[config.mk]
export PLATFORM = sky130hd
export DESIGN_NAME = enigma_step_ctrl
export DESIGN_NICKNAME = d
export VERILOG_FILES = /design/src/rtl/enigma_step_ctrl.sv
export SDC_FILE = /design/constraint.sdc
export NUM_CORES = 1
export LEC_CHECK = 0
export CORE_MARGIN = 2
export CORE_UTILIZATION = 45
export DETAILED_ROUTE_END_ITERATION = 8
export GPL_ROUTABILITY_DRIVEN = 0
export PLACE_DENSITY_LB_ADDON = 0.3
export SLEW_MARGIN = 0
export SYNTH_ARGS = -nofsm -noshare
export SYNTH_HDL_FRONTEND = slang
export SYNTH_SLANG_ARGS = --single-unit
[constraint.sdc]
create_clock -name clk -period 2.3 [get_ports clk]
set_input_delay 0.345 -clock clk [delete_from_list [all_inputs] [get_ports clk]]
set_output_delay 0.345 -clock clk [all_outputs]
set_load 0.02 [all_outputs]
[src/rtl/enigma_step_ctrl.sv]
// Enigma keypress sequencer: steps the rotor odometer (with double-step), drives the
// datapath, captures after a settle interval and hands the result out via valid/ready.
// Optional processed-key counter enabled by defining ENIGMA_KEYCOUNT_EN.
module enigma_step_ctrl #(
  parameter int NOTCH1 = 16,
  parameter int NOTCH2 = 4,
  parameter int SETTLE = 2
) (
  input  logic        clk,
  input  logic        rst_n,
  input  logic        key_valid,
  input  logic [4:0]  key_letter,
  output logic        key_ready,
  input  logic        cfg_load,
  input  logic [4:0]  cfg_pos1,
  input  logic [4:0]  cfg_pos2,
  input  logic [4:0]  cfg_pos3,
  output logic [4:0]  rot1_pos,
  output logic [4:0]  rot2_pos,
  output logic [4:0]  rot3_pos,
  output logic [4:0]  dp_letter,
  input  logic [4:0]  dp_result,
  output logic        out_valid,
  output logic [4:0]  out_letter,
  input  logic        out_ready,
  output logic        err,
  output logic [15:0] key_count
);

  localparam logic [4:0] N1        = 5'(NOTCH1);
  localparam logic [4:0] N2        = 5'(NOTCH2);
  localparam logic [3:0] SETTLE_LAST = 4'(SETTLE - 1);

  typedef enum logic [1:0] {IDLE, STEP, DRIVE, OUT} state_t;

  state_t     state, state_nxt;
  logic [4:0] letter_q;
  logic [3:0] cnt;
  logic       letter_ok;
  logic       load, accept, capture;

  function automatic logic [4:0] wrap_inc(input logic [4:0] p);
    return (p == 5'd25) ? 5'd0 : p + 5'd1;
  endfunction

  function automatic logic [4:0] mod26(input logic [4:0] p);
    return (p > 5'd25) ? p - 5'd26 : p;
  endfunction

  assign letter_ok = (letter_q >= 5'd1) && (letter_q <= 5'd26);
  assign key_ready = (state == IDLE) && !cfg_load;
  assign load      = (state == IDLE) && cfg_load;
  assign accept    = key_ready && key_valid;
  assign capture   = (state == DRIVE) && (cnt == SETTLE_LAST);

  always_comb begin
    state_nxt = state;
    case (state)
      IDLE:  if (accept) state_nxt = STEP;
      STEP:  state_nxt = DRIVE;
      DRIVE: if (capture) state_nxt = OUT;
      OUT:   if (out_ready) state_nxt = IDLE;
      default: state_nxt = IDLE;
    endcase
  end

  always_ff @(posedge clk or negedge rst_n) begin
    if (!rst_n) state <= IDLE;
    else        state <= state_nxt;
  end

  always_ff @(posedge clk or negedge rst_n) begin
    if (!rst_n) begin
      rot1_pos   <= '0;
      rot2_pos   <= '0;
      rot3_pos   <= '0;
      letter_q   <= '0;
      dp_letter  <= '0;
      cnt        <= '0;
      out_valid  <= 1'b0;
      out_letter <= '0;
      err        <= 1'b0;
    end else begin
      case (state)
        IDLE: begin
          if (load) begin
            rot1_pos <= mod26(cfg_pos1);
            rot2_pos <= mod26(cfg_pos2);
            rot3_pos <= mod26(cfg_pos3);
          end else if (accept) begin
            letter_q <= key_letter;
          end
        end
        STEP: begin
          // Notch tests use the pre-step positions; rotor 2 double-steps on its own notch.
          if (letter_ok) begin
            rot1_pos <= wrap_inc(rot1_pos);
            if (rot1_pos == N1 || rot2_pos == N2) rot2_pos <= wrap_inc(rot2_pos);
            if (rot2_pos == N2) rot3_pos <= wrap_inc(rot3_pos);
          end
          dp_letter <= letter_ok ? letter_q : 5'd0;
          cnt       <= '0;
        end
        DRIVE: begin
          cnt <= cnt + 4'd1;
          if (capture) begin
            out_letter <= letter_ok ? dp_result : 5'd0;
            err        <= !letter_ok;
            out_valid  <= 1'b1;
          end
        end
        OUT: begin
          if (out_ready) begin
            out_valid <= 1'b0;
            dp_letter <= '0;
          end
        end
        default: ;
      endcase
    end
  end

`ifdef ENIGMA_KEYCOUNT_EN
  logic [15:0] kc;
  always_ff @(posedge clk or negedge rst_n) begin
    if (!rst_n)                      kc <= '0;
    else if (load)                   kc <= '0;
    else if (capture && letter_ok)   kc <= kc + 16'd1;
  end
  assign key_count = kc;
`else
  assign key_count = 16'd0;
`endif

endmodule

* Word level (Yosys, flattened, before mapping)
Index checks and enable logic that the tools add are counted.
** Word-level totals
- Register bits after elaboration :: 38
- Output and inout bits :: 44
- Bits of input ports :: 30
** Operators by class
- Bitwise gates (word level) :: 1
- Multiplexer cells :: 29
- Magnitude comparators :: 5
- Add/sub/neg operators :: 7
- Reduce and logical (&&, ||, !) cells :: 21
- Eq/ne operators :: 16
** Operators with widths (count)
- 5-bit two-way mux :: 17
- 5-bit one-hot mux with 2 select lines :: 4
- 5-bit equality test, second input constant :: 4
- 5-bit by 1-bit adder with 5-bit output, second input constant :: 3
- 5-bit greater-than comparator, second input constant :: 3
- 5-bit subtractor, second input constant :: 3
- 2-bit inequality test, second input constant :: 7
- 3-bit AND reduction :: 4
- 2-bit one-hot mux with 4 select lines :: 1
- 4-bit one-hot mux with 2 select lines :: 1
- 4-bit AND reduction :: 2
- 2-bit nonzero test :: 4
- 2-bit two-way mux :: 3
- 5-bit by 3-bit equality test with 1-bit output, second input constant :: 1
- 5-bit by 1-bit >= comparator with 1-bit output, second input constant :: 1
- 5-bit less-or-equal comparator, second input constant :: 1
- 1-bit logical AND :: 5
- 4-bit by 1-bit adder with 4-bit output, second input constant :: 1
- 2-bit equality test, second input constant :: 2
- 4-bit by 1-bit equality test with 1-bit output, second input constant :: 1
- 2-bit AND reduction :: 2
- 2-bit by 1-bit equality test with 1-bit output, second input constant :: 1
- 1-bit logical NOT :: 2
- 2-bit logical NOT :: 1
- 4 further kinds :: 5

* Longest topological paths before layout
- Depth in word-level cells :: 5
- Depth in mapped cells :: 7
- Mapped depth without buffers :: 7

* Least setup slack after synthesis
OpenSTA, ideal clock, no wires.
- Kind :: reg-to-reg
- Start point :: register state[0]
- End point :: register state[0]
- Clock period less this slack :: 2030 ps
- Path slack :: 270 ps
- Cell stages (with the launch flop) :: 8
- Path buffers :: 0
- Library setup time :: 83 ps
- Arrival :: 1947 ps
- Path through :: dfrtp_1 > inv_1 > ha_1 > nor2b_1 > nand2_1 > a221oi_1 > o21ai_0 > o21ai_0
** Between the ends
- Longest elaborated chain between the ends :: 5
- Elaborated cells on any way between the ends :: 12
- Classes of those cells :: 6 x eq/ne; 1 x mux; 5 x reduce/logical
** Ends and longest elaborated chain
- start: declaration :: line 36 : state_t state, state_nxt;
- start signal: assignment :: line 69 : else state <= state_nxt;
- 2-bit logical NOT :: line 51 : assign key_ready = (state == IDLE) && !cfg_load;
- 1-bit logical AND :: line 51
- named net key_ready :: line 13 : output logic key_ready,
- 1-bit logical AND :: line 53 : assign accept = key_ready && key_valid;
- 2-bit inequality test (no line)
- 3-bit AND reduction (no line)
The timed path passes the listed nets, and every way through them passes these cells.
A chain may end at the register's enable or synchronous reset.

* Worst setup path after layout
- Start point :: register letter_q[3]
- End point :: register rot3_pos[0]
** Between the ends
- Longest elaborated chain between the ends :: 4
- Elaborated cells on any way between the ends :: 5
- Classes of those cells :: 2 x order compare; 1 x eq/ne; 2 x reduce/logical
** Ends and longest elaborated chain
- start: declaration :: line 37 : logic [4:0] letter_q;
- start signal: assignment :: line 91 : letter_q <= key_letter;
- 5-bit by 1-bit >= comparator with 1-bit output or 5-bit less-or-equal comparator (tied branches) :: line 50 : assign letter_ok = (letter_q >= 5'd1) && (letter_q <= 5'd26);
- 1-bit logical AND (*) :: line 50
- 2-bit inequality test (no line) (*)
- 4-bit AND reduction (no line) (*)
- end signal: assignment :: line 89 : rot3_pos <= mod26(cfg_pos3);
- end signal: assignment :: line 99 : if (rot2_pos == N2) rot3_pos <= wrap_inc(rot3_pos);
- end: declaration :: line 20 : output logic [4:0] rot3_pos,
Every way passes the cells marked *; elsewhere a longest branch is shown, timed or not.

==> flow_metrics.tcl <==
set metrics [dict create \
    drtIter0Drc 186 \
    cts.path.max_buffers 2 \
    synth_area_leaders "dfrtp_1 37%, ha_1 10%, buf_4 4.6%" \
    fmax_mhz 515 \
    p_int_w 0.00244 \
    vias 2307 \
    stdcell_area_sq_mm 0.00332 \
    crit_path_cell_trace "or4_4 > o22ai_2 > o21ai_2 > nand2_4 > mux2_2" \
    status "finished, final reports clean" \
    ys.warnings.count 0 \
    rsz0062_at_grt "false" \
    ioPinCount 74 \
    drive_gt1_frac 0.104 \
    synth_compound_area_frac 0.207 \
    vias_per_cell 5.40 \
    cts.sinks 38 \
    synth_top_cell_area_share 0.367 \
    grt_pass1_vias 2213 \
    period_minus_slack_ns 1.94 \
    grtUsageMet2 0.329 \
    grt_max_degree 39 \
    coreArea_sq_mm 0.00554 \
    gr-usage-met1 0.241 \
    dr.pass1.iters 4 \
    gr-usage-met3 0.0317 \
    route.detailed.drc 0 \
    routedWlPerCell_microns 13.8 \
    cp.arrival_ns 2.13 \
    yosysSeqAreaShare 0.367 \
    crit_required_ns 2.49 \
    ctsHoldBuffers 0 \
    dpl.hpwl_microns 4580 \
    synth_top_family_by_area "compound AO/OA/AOI/OAI gates" \
    cpPeakStageDelay_ns 0.56 \
    p_switching_w 0.00194 \
    die_h_microns 79.9 \
    synth_mux_area_frac 0.0425 \
    drv_slew 0 \
    drtAntennaViolNets 0 \
    top_usage_layer "met2" \
    antenna_cells 0 \
    synthTopCellsByCount "38 x dfrtp_1, 30 x nand2_1, 22 x inv_1" \
    die_area_sq_mm 0.00638 \
    synth-edff-count 0 \
    yosysTopAreaCell "dfrtp_1" \
    skew_ns 0.00624 \
    async_reset_ff_frac 1.00 \
    synth_most_common_cell "dfrtp_1" \
    ir_drop_uv 580 \
    ys_types 51 \
    place_area_sq_mm 0.00320 \
    p_leak_nw 1.48 \
    routed_wl_microns 5910 \
    root_buffer "clkbuf_8" \
    antenna_found_initial 0 \
    rr_worst_depth 5 \
    die_w_microns 79.9 \
    setup_viol 0 \
    syn_area_sq_mm 0.00259 \
    synthSimpleGateAreaFrac 0.180 \
    hold_viol 0 \
    area_delta_synth_final_pct 28.0 \
    fin_crit_sh 0.845 \
    cts_tree "built" \
    cp_slowest_cell "or4_4" \
    post_cts_buffers 0 \
    critPathKind "flop to flop" \
    grt_overflow_total 0 \
    synth-main-ff-cell "dfrtp_1" \
    end_kind "flop" \
    h-tree-depth 2 \
    cp-start-kind "flop" \
    crit_fanout 5 \
    power_w 0.00438 \
    clkPwrFrac 0.129 \
    maxCapViolations 0 \
    ctsResizeCount 0 \
    num_rows 27 \
    numPortBuffers 57 \
    start_util 0.467 \
    seqPwrFrac 0.296 \
    relSlewSlack 0.439 \
    pwr-share-comb 0.575 \
    tightest_slew_ns 0.842 \
    clkLatencyLatePin_ns 0.29 \
    synthAdderAreaFrac 0.101 \
    grt_pass1_wl_microns 9830 \
    p_sw_frac 0.444 \
    grt_usage 0.193 \
    fin_nets 405 \
    ys_seq_elements 38 \
    p_per_area_mw_per_mm2 1320 \
    clk_pin_slew_ns 0.08 \
    hold_path_class "input pin to asynchronous set/reset pin" \
    synth_xor_area_frac 0.0101 \
    synthCells 290 \
    numCtsBuffers 5 \
    setup-tns-final_ns 0 \
    syn_area_per_cell_sq_um 8.93 \
]
[cell usage in the layout (no fill, tap or decap), types with 3 or more instances in the layout]
| cell | Yosys | layout |
|---|---|---|
| mux2_2 | 8 | 8 |
| xnor2_1 | 3 | 3 |
| nand4_1 | 4 | 4 |
| and3_1 | 5 | 5 |
| buf_4 | 16 | 7 |
| nand3_1 | 15 | 15 |
| ha_1 | 21 | 21 |
| nor3_1 | 5 | 5 |
| o21ai_0 | 20 | 20 |
| clkbuf_8 | 0 | 5 |
| inv_1 | 22 | 22 |
| conb_1 | 1 | 16 |
| dfrtp_1 | 38 | 38 |
| o211ai_1 | 3 | 3 |
| nand2_1 | 30 | 30 |
| nor2b_1 | 5 | 5 |
| a21oi_1 | 19 | 19 |
| clkdlybuf4s50_1 | 0 | 55 |
| o21ai_1 | 3 | 3 |
| nor3b_1 | 3 | 3 |
| a31oi_1 | 5 | 5 |
| nor2_1 | 14 | 14 |
| o2bb2ai_1 | 6 | 6 |
[registers in the layout, summed over array words and instances, names as in the netlist]
name        flops
out_letter      5
out_valid       1
letter_q        5
rot3_pos        5
dp_letter       5
rot1_pos        5
err             1
rot2_pos        5
state           2
cnt             4
[kinds of logic (layout without fill, tap and decap cells)]
group / Yosys count / after routing
mux: 10 / 10
fa+ha+maj: 21 / 21
other cells: 1 / 16
simple gates: 92 / 92
compound gates: 81 / 81
flops: 38 / 38
buf+inv: 44 / 94
xor+xnor: 3 / 3
[worst paths after layout]
check	startpoint	end	slack (ns)
max	letter_q[3]	rot3_pos[0]	0.36
min	rst_n	out_letter[3]	0.15
max reg2reg	letter_q[3]	rot3_pos[0]	0.36
min reg2reg	out_letter[2]	out_letter[2]	0.47
max in group asynchronous	rst_n	rot1_pos[1]	1.62
min in group clk	out_letter[2]	out_letter[2]	0.47
[final cells by class]
type,count,area (sq um)
Clock buffer,5,68.8
Clock inverter,3,40.0
Fill cell,498,2220
Inverter,22,82.6
Multi-Input combinational cell,223,1460
Sequential cell,38,951
Tap cell,72,90.1
Timing Repair Buffer,64,621
[per-stage QoR]
stage               instances  utilization  setup WS, ns  hold WS, ns
finish                    427        0.598         0.357        0.153
global route              427        0.598         0.188        0.239
CTS                       427        0.598       0.00342        0.178
detailed placement        419        0.578         0.113        0.457
global placement          419        0.578         0.211        0.449
floorplan                 305            -         0.270       0.0494
[layer usage]
layer  routed length, microns  part of all wire
met1                     2570              0.44
met2                     2900              0.49
met3                      358             0.061
met4                       82             0.014
met5                        0                 0
[power groups by stage]
stage	clock network (W)	registers [W]	logic, W
after global routing	0.000604	0.00135	0.00277
after floorplan	0	0.00150	0.00138
after detailed placement	0	0.00131	0.00252
after CTS	0.000576	0.00130	0.00252
final	0.000566	0.00130	0.00252
after global placement	0	0.00130	0.00246
[critical path: cells and delay by family, from the launching register on]
kind / cells / cell delay [ns]
DFF: 1 / 0.41
muxes: 1 / 0.33
and+or+nand+nor: 2 / 0.68
AOI/OAI and AO/OA: 2 / 0.42
(Power assumes the default switching activity.)
